## src/rtl/imem_loader_pkg.sv

```systemverilog
// Shared types and constants for the instruction-memory loader and its RAM.
package imem_loader_pkg;

    typedef enum logic [1:0] {
        LOAD = 2'd0,
        FILL = 2'd1,
        DONE = 2'd2
    } state_t;

    localparam int WORD_W         = 32;
    localparam int BYTES_PER_WORD = 4;

endpackage

```

## src/rtl/imem_ram.sv

```systemverilog
// DEPTH x 32 instruction RAM: synchronous write port, asynchronous read port.
module imem_ram
    import imem_loader_pkg::*;
#(
    parameter int DEPTH  = 64,
    parameter int ADDR_W = 6
) (
    input  logic              clk,
    input  logic              we,
    input  logic [ADDR_W-1:0] waddr,
    input  logic [WORD_W-1:0] wdata,
    input  logic [ADDR_W-1:0] raddr,
    output logic [WORD_W-1:0] rdata
);

    logic [WORD_W-1:0] mem [DEPTH];

    always_ff @(posedge clk) begin
        if (we) begin
            mem[waddr] <= wdata;
        end
    end

    assign rdata = mem[raddr];

endmodule

```

## src/rtl/imem_loader.sv

```systemverilog
// Fills the instruction RAM from a little-endian byte stream, zero-fills the
// remainder, and holds the CPU in reset until the image is complete.
module imem_loader
    import imem_loader_pkg::*;
#(
    parameter int DEPTH  = 64,
    parameter int ADDR_W = 6
) (
    input  logic              clk,
    input  logic              reset,
    input  logic              in_valid,
    input  logic [7:0]        in_data,
    input  logic              in_last,
    output logic              in_ready,
    input  logic              load_req,
    input  logic [31:0]       addr,
    output logic [WORD_W-1:0] instr,
    output logic              cpu_hold,
    output logic              load_done,
    output logic              overflow,
    output logic [ADDR_W:0]   words_loaded
);

    localparam logic [ADDR_W:0] DEPTH_W  = DEPTH[ADDR_W:0];
    localparam logic [ADDR_W:0] LAST_IDX = DEPTH_W - 1'b1;

    state_t              state, state_nx;
    logic [ADDR_W:0]     wptr;
    logic [1:0]          bcnt;
    logic [23:0]         shreg;
    logic                accept, full, word_cmp, we;
    logic [WORD_W-1:0]   word_nx, wdata;
    logic                unused_addr;

    // Bytes below idx come from the shift register, idx gets the new byte,
    // bytes above idx are zero so a short final word is zero-padded.
    function automatic logic [WORD_W-1:0] pack_byte(input logic [23:0] sr,
                                                    input logic [1:0]  idx,
                                                    input logic [7:0]  b);
        logic [WORD_W-1:0] w;
        logic [WORD_W-1:0] srx;
        w   = '0;
        srx = {8'h00, sr};
        for (int i = 0; i < BYTES_PER_WORD; i++) begin
            if (i < int'(idx)) begin
                w[8*i +: 8] = srx[8*i +: 8];
            end else if (i == int'(idx)) begin
                w[8*i +: 8] = b;
            end
        end
        return w;
    endfunction

    assign full     = (wptr == DEPTH_W);
    assign accept   = in_valid & in_ready;
    assign word_nx  = pack_byte(shreg, bcnt, in_data);
    assign word_cmp = accept & ~full & ((bcnt == 2'd3) | in_last);

    always_ff @(posedge clk) begin
        if (reset) begin
            state <= LOAD;
        end else begin
            state <= state_nx;
        end
    end

    always_comb begin
        state_nx = state;
        case (state)
            LOAD: begin
                if (accept && in_last) begin
                    state_nx = (!full && ((wptr + 1'b1) < DEPTH_W)) ? FILL : DONE;
                end
            end
            FILL: begin
                if (wptr == LAST_IDX) begin
                    state_nx = DONE;
                end
            end
            DONE: begin
                if (load_req) begin
                    state_nx = LOAD;
                end
            end
            default: state_nx = LOAD;
        endcase
    end

    always_comb begin
        in_ready  = 1'b0;
        cpu_hold  = 1'b1;
        load_done = 1'b0;
        we        = 1'b0;
        wdata     = word_nx;
        case (state)
            LOAD: begin
                in_ready = ~reset;
                we       = word_cmp;
            end
            FILL: begin
                we    = ~reset;
                wdata = '0;
            end
            DONE: begin
                cpu_hold  = 1'b0;
                load_done = 1'b1;
            end
            default: ;
        endcase
    end

    always_ff @(posedge clk) begin
        if (reset) begin
            wptr         <= '0;
            bcnt         <= '0;
            words_loaded <= '0;
            overflow     <= 1'b0;
        end else begin
            case (state)
                LOAD: begin
                    if (accept) begin
                        if (full) begin
                            overflow <= 1'b1;
                        end else if (word_cmp) begin
                            wptr         <= wptr + 1'b1;
                            words_loaded <= words_loaded + 1'b1;
                            bcnt         <= '0;
                        end else begin
                            bcnt <= bcnt + 2'd1;
                        end
                    end
                end
                FILL: wptr <= wptr + 1'b1;
                DONE: begin
                    if (load_req) begin
                        wptr         <= '0;
                        bcnt         <= '0;
                        words_loaded <= '0;
                        overflow     <= 1'b0;
                    end
                end
                default: ;
            endcase
        end
    end

    // Datapath register: no reset needed, bytes are only consumed once valid.
    always_ff @(posedge clk) begin
        if (accept) begin
            shreg <= word_nx[23:0];
        end
    end

    assign unused_addr = ^{addr[31:ADDR_W+2], addr[1:0]};

    imem_ram #(
        .DEPTH  (DEPTH),
        .ADDR_W (ADDR_W)
    ) u_ram (
        .clk   (clk),
        .we    (we),
        .waddr (wptr[ADDR_W-1:0]),
        .wdata (wdata),
        .raddr (addr[ADDR_W+1:2]),
        .rdata (instr)
    );

endmodule

```

## config.mk

```make
export PLATFORM = sky130hd
export DESIGN_NAME = imem_loader
export DESIGN_NICKNAME = d
export VERILOG_FILES = /design/src/rtl/imem_loader_pkg.sv /design/src/rtl/imem_ram.sv /design/src/rtl/imem_loader.sv
export SDC_FILE = /design/constraint.sdc
export NUM_CORES = 2
export LEC_CHECK = 0
export CORE_MARGIN = 2
export CORE_UTILIZATION = 55
export CTS_CLUSTER_SIZE = 25
export DETAILED_ROUTE_END_ITERATION = 8
export PLACE_DENSITY = 0.69
export SLEW_MARGIN = 20
export SYNTH_ARGS = -nofsm -noshare
export SYNTH_HDL_FRONTEND = slang
export SYNTH_SLANG_ARGS = --single-unit
```

## constraint.sdc

```tcl
create_clock -name clk -period 8.1 [get_ports clk]
set_input_delay 0.81 -clock clk [delete_from_list [all_inputs] [get_ports clk]]
set_output_delay 0.81 -clock clk [all_outputs]
set_load 0.03 [all_outputs]
```

==> impl_metrics.ini <==
[status]
status = complete, no violations

[power]
p_leak_nw = 26.6
finalPower_mw = 21.9
p_clk_share_pct = 41.0
p_int_mw = 17.3
combPwrFrac_pct = 4.6
seqPwrFrac_pct = 54.4
p_sw_share_pct = 20.9
ir_worst_vdd_uv = 178
p_switching_mw = 4.58
powerDensity_nw_per_um2 = 243

[yosys]
async_flop_share_pct = 0
synth_edf_count = 2072
ys_ff_latch = 2091
ys_seq_area_share_pct = 78.0
syn_area_sq_um = 80300
synth_flop_cell = edfxtp_1
avgSynthCellArea_sq_um = 22.1
yosysTopAreaCellShare_pct = 77.5
yosys.area.top_type = edfxtp_1
syn_inst = 3639
synth_most_common_cell = edfxtp_1
synth_warnings = 0
synth_fp_nets = 3691
ys_top_cells_by_count = 2,072 x edfxtp_1, 508 x mux4_2, 136 x nand2_1
ys_types = 63
ys_top_cells_by_area = edfxtp_1 77%, mux4_2 14%, nand2_1 0.64%

[finish]
layout.nets = 3880
area_growth_syn_to_layout_pct = 12.3
design_area_sq_um = 90200
drive_gt1_share_pct = 25.9

[sta]
setup-violations-final = 0
post-route-min-period_ns = 5.86
finalCritPeriodShare_pct = 72.4
hold_ws_ns = 0.498
fmax_mhz = 171
fin_setup_tns_ns = 0
fin_skew_ns = 0.0313
slew_headroom_pct = 24.9
rsz0062_at_grt = false
worst_pin_slew_ns = 1.13
drv_slew = 0
hold_viol_final = 0

[clocking]
htreeDepth = 4
clock_sinks = 2091
cts_setup_buffers = 0
cts_resized = 0
clock_latency_ns = 0.83
cts_root_buf = clkbuf_16
cts_buffers = 201
cts_tree = yes
cts_buffer_depth = 3
path_clk_slew_ns = 0.06
hold_buffers = 0

[floorplan]
ioPinCount = 88
dieHeight_um = 386
initial_utilization_pct = 55.2
num_rows = 140
dieArea_sq_um = 149000
die_w_um = 386
core_sq_um = 145000

[worst_setup_path]
crit_chain = buf_4, inv_1, nand2_1, o22ai_1, nor3_1, o211a_1, clkdlybuf4s50_1
worstPathArrival_ns = 5.05
required_ns = 7.29
end_kind = output pin
crit_slowest_cell = nand2_1
start_kind = input pin
path_max_fanout = 41
max_stage_delay_ns = 1.01
setup.worst_path.class = input pin to output pin

[worst_hold_path]
hp-class = flop to flop

[place]
place.gp.congestion = 0.807
post_dp_cell_area_sq_um = 83800
dp_hpwl_mm = 107
port_buffers = 61

[global_route]
antenna_found_initial = 5
overflow = 0
grt_max_degree = 110
grt_pass1_vias = 39300
grt_usage_pct = 26.6
grt_pass1_wl_mm = 278

[route]
drt_wl_total_mm = 194
drcViolationCount = 0
drt_iter0_drc = 4810
vias = 39200
vias_per_cell = 6.62
drt-wirelength-per-cell_um = 32.9
drt_first_pass_iters = 5
ant_nets = 0

[run]
drv_cap = 0
## logic make-up after synthesis
family                     share of synthesized area, %
DFF                                                78.0
AOI/OAI and AO/OA                                  2.63
adders and majority gates                         0.109
and+or+nand+nor                                    2.85
buffers and inverters                              1.49
xor gates and xnor gates                         0.0109
muxes                                              15.0
## layout by cell type (no fill, tap or decap), drive strengths merged, types with 7 or more instances in the layout
cell and instances:
dfxtp 19, o21ai 33, and2 25, nand3 90, mux2i 44, a211oi 13
a22oi 63, nand2 137, clkbuf 259, clkdlybuf4s50 56, and3 26, mux4 508
edfxtp 2072, clkinv 98, nor3 8, inv 10, nor2 96, ha 7
bufinv 12, nand4 40, nor2b 21, o22ai 56, mux2 12, buf 137
o221a 10, a21oi 25, o221ai 43, nand2b 14
## final cells by class
cell class	instances	area (sq um)
sequential	2091	62600
fill	9807	55200
antenna	1	2.50
clock buffer	259	5420
clock inverter	115	861
tap	1917	2400
multi-input combinational	1332	17100
inverter	9	33.8
timing repair buffer	193	1730
## power groups by stage
stage / Sequential [mW] / Clock, mW / Combinational, mW
floorplan: 12.2 / 0 / 0.629
global placement: 12.1 / 0 / 0.993
detailed placement: 12.2 / 0 / 1.01
CTS: 11.9 / 9.08 / 1.01
global route: 11.9 / 9.51 / 1.07
finish: 11.9 / 8.97 / 1.01
## layer usage
metal | wire, um | track usage [%] | vias up
met5 | 41 | 0 | -
met4 | 5440 | 8.05 | 6
met3 | 20100 | 6.84 | 341
met2 | 92900 | 41.2 | 2154
met1 | 75900 | 37.7 | 20800
li1 | - | - | 15900
## flip-flops by register name (all words and copies together) (netlist names)
| signal | cells |
|---|---|
| state | 2 |
| bcnt | 2 |
| shreg | 24 |
| u_ram.mem | 2048 |
| overflow | 1 |
| wptr | 7 |
| words_loaded | 7 |
## final timing paths
check	startpoint	to	slack (ns)	cells past startpoint
worst max-delay path	addr[5]	instr[24]	2.24	7
worst min-delay path	words_loaded[6]	words_loaded[6]	0.50	2
worst max register to register	bcnt[1]	u_ram.mem[63][26]	3.07	7
worst min register to register	words_loaded[6]	words_loaded[6]	0.50	2
## worst max-delay path, delay by kind of cell
kind | cells | cell delay, ns
buf+inv | 3 | 1.95
simple gates | 2 | 1.55
compound gates | 2 | 0.66
## metrics by stage
stage	utilization, %	instances	setup WS (ns)
2_1_floorplan	-	3639	3.63
3_3_place_gp	57.6	5538	2.41
3_5_place_dp	57.7	5540	2.37
4_1_cts	62.0	5914	2.37
5_1_grt	62.0	5916	2.29
6_report	62.0	5917	2.24
No activity file was read; power rests on OpenSTA's default activity.
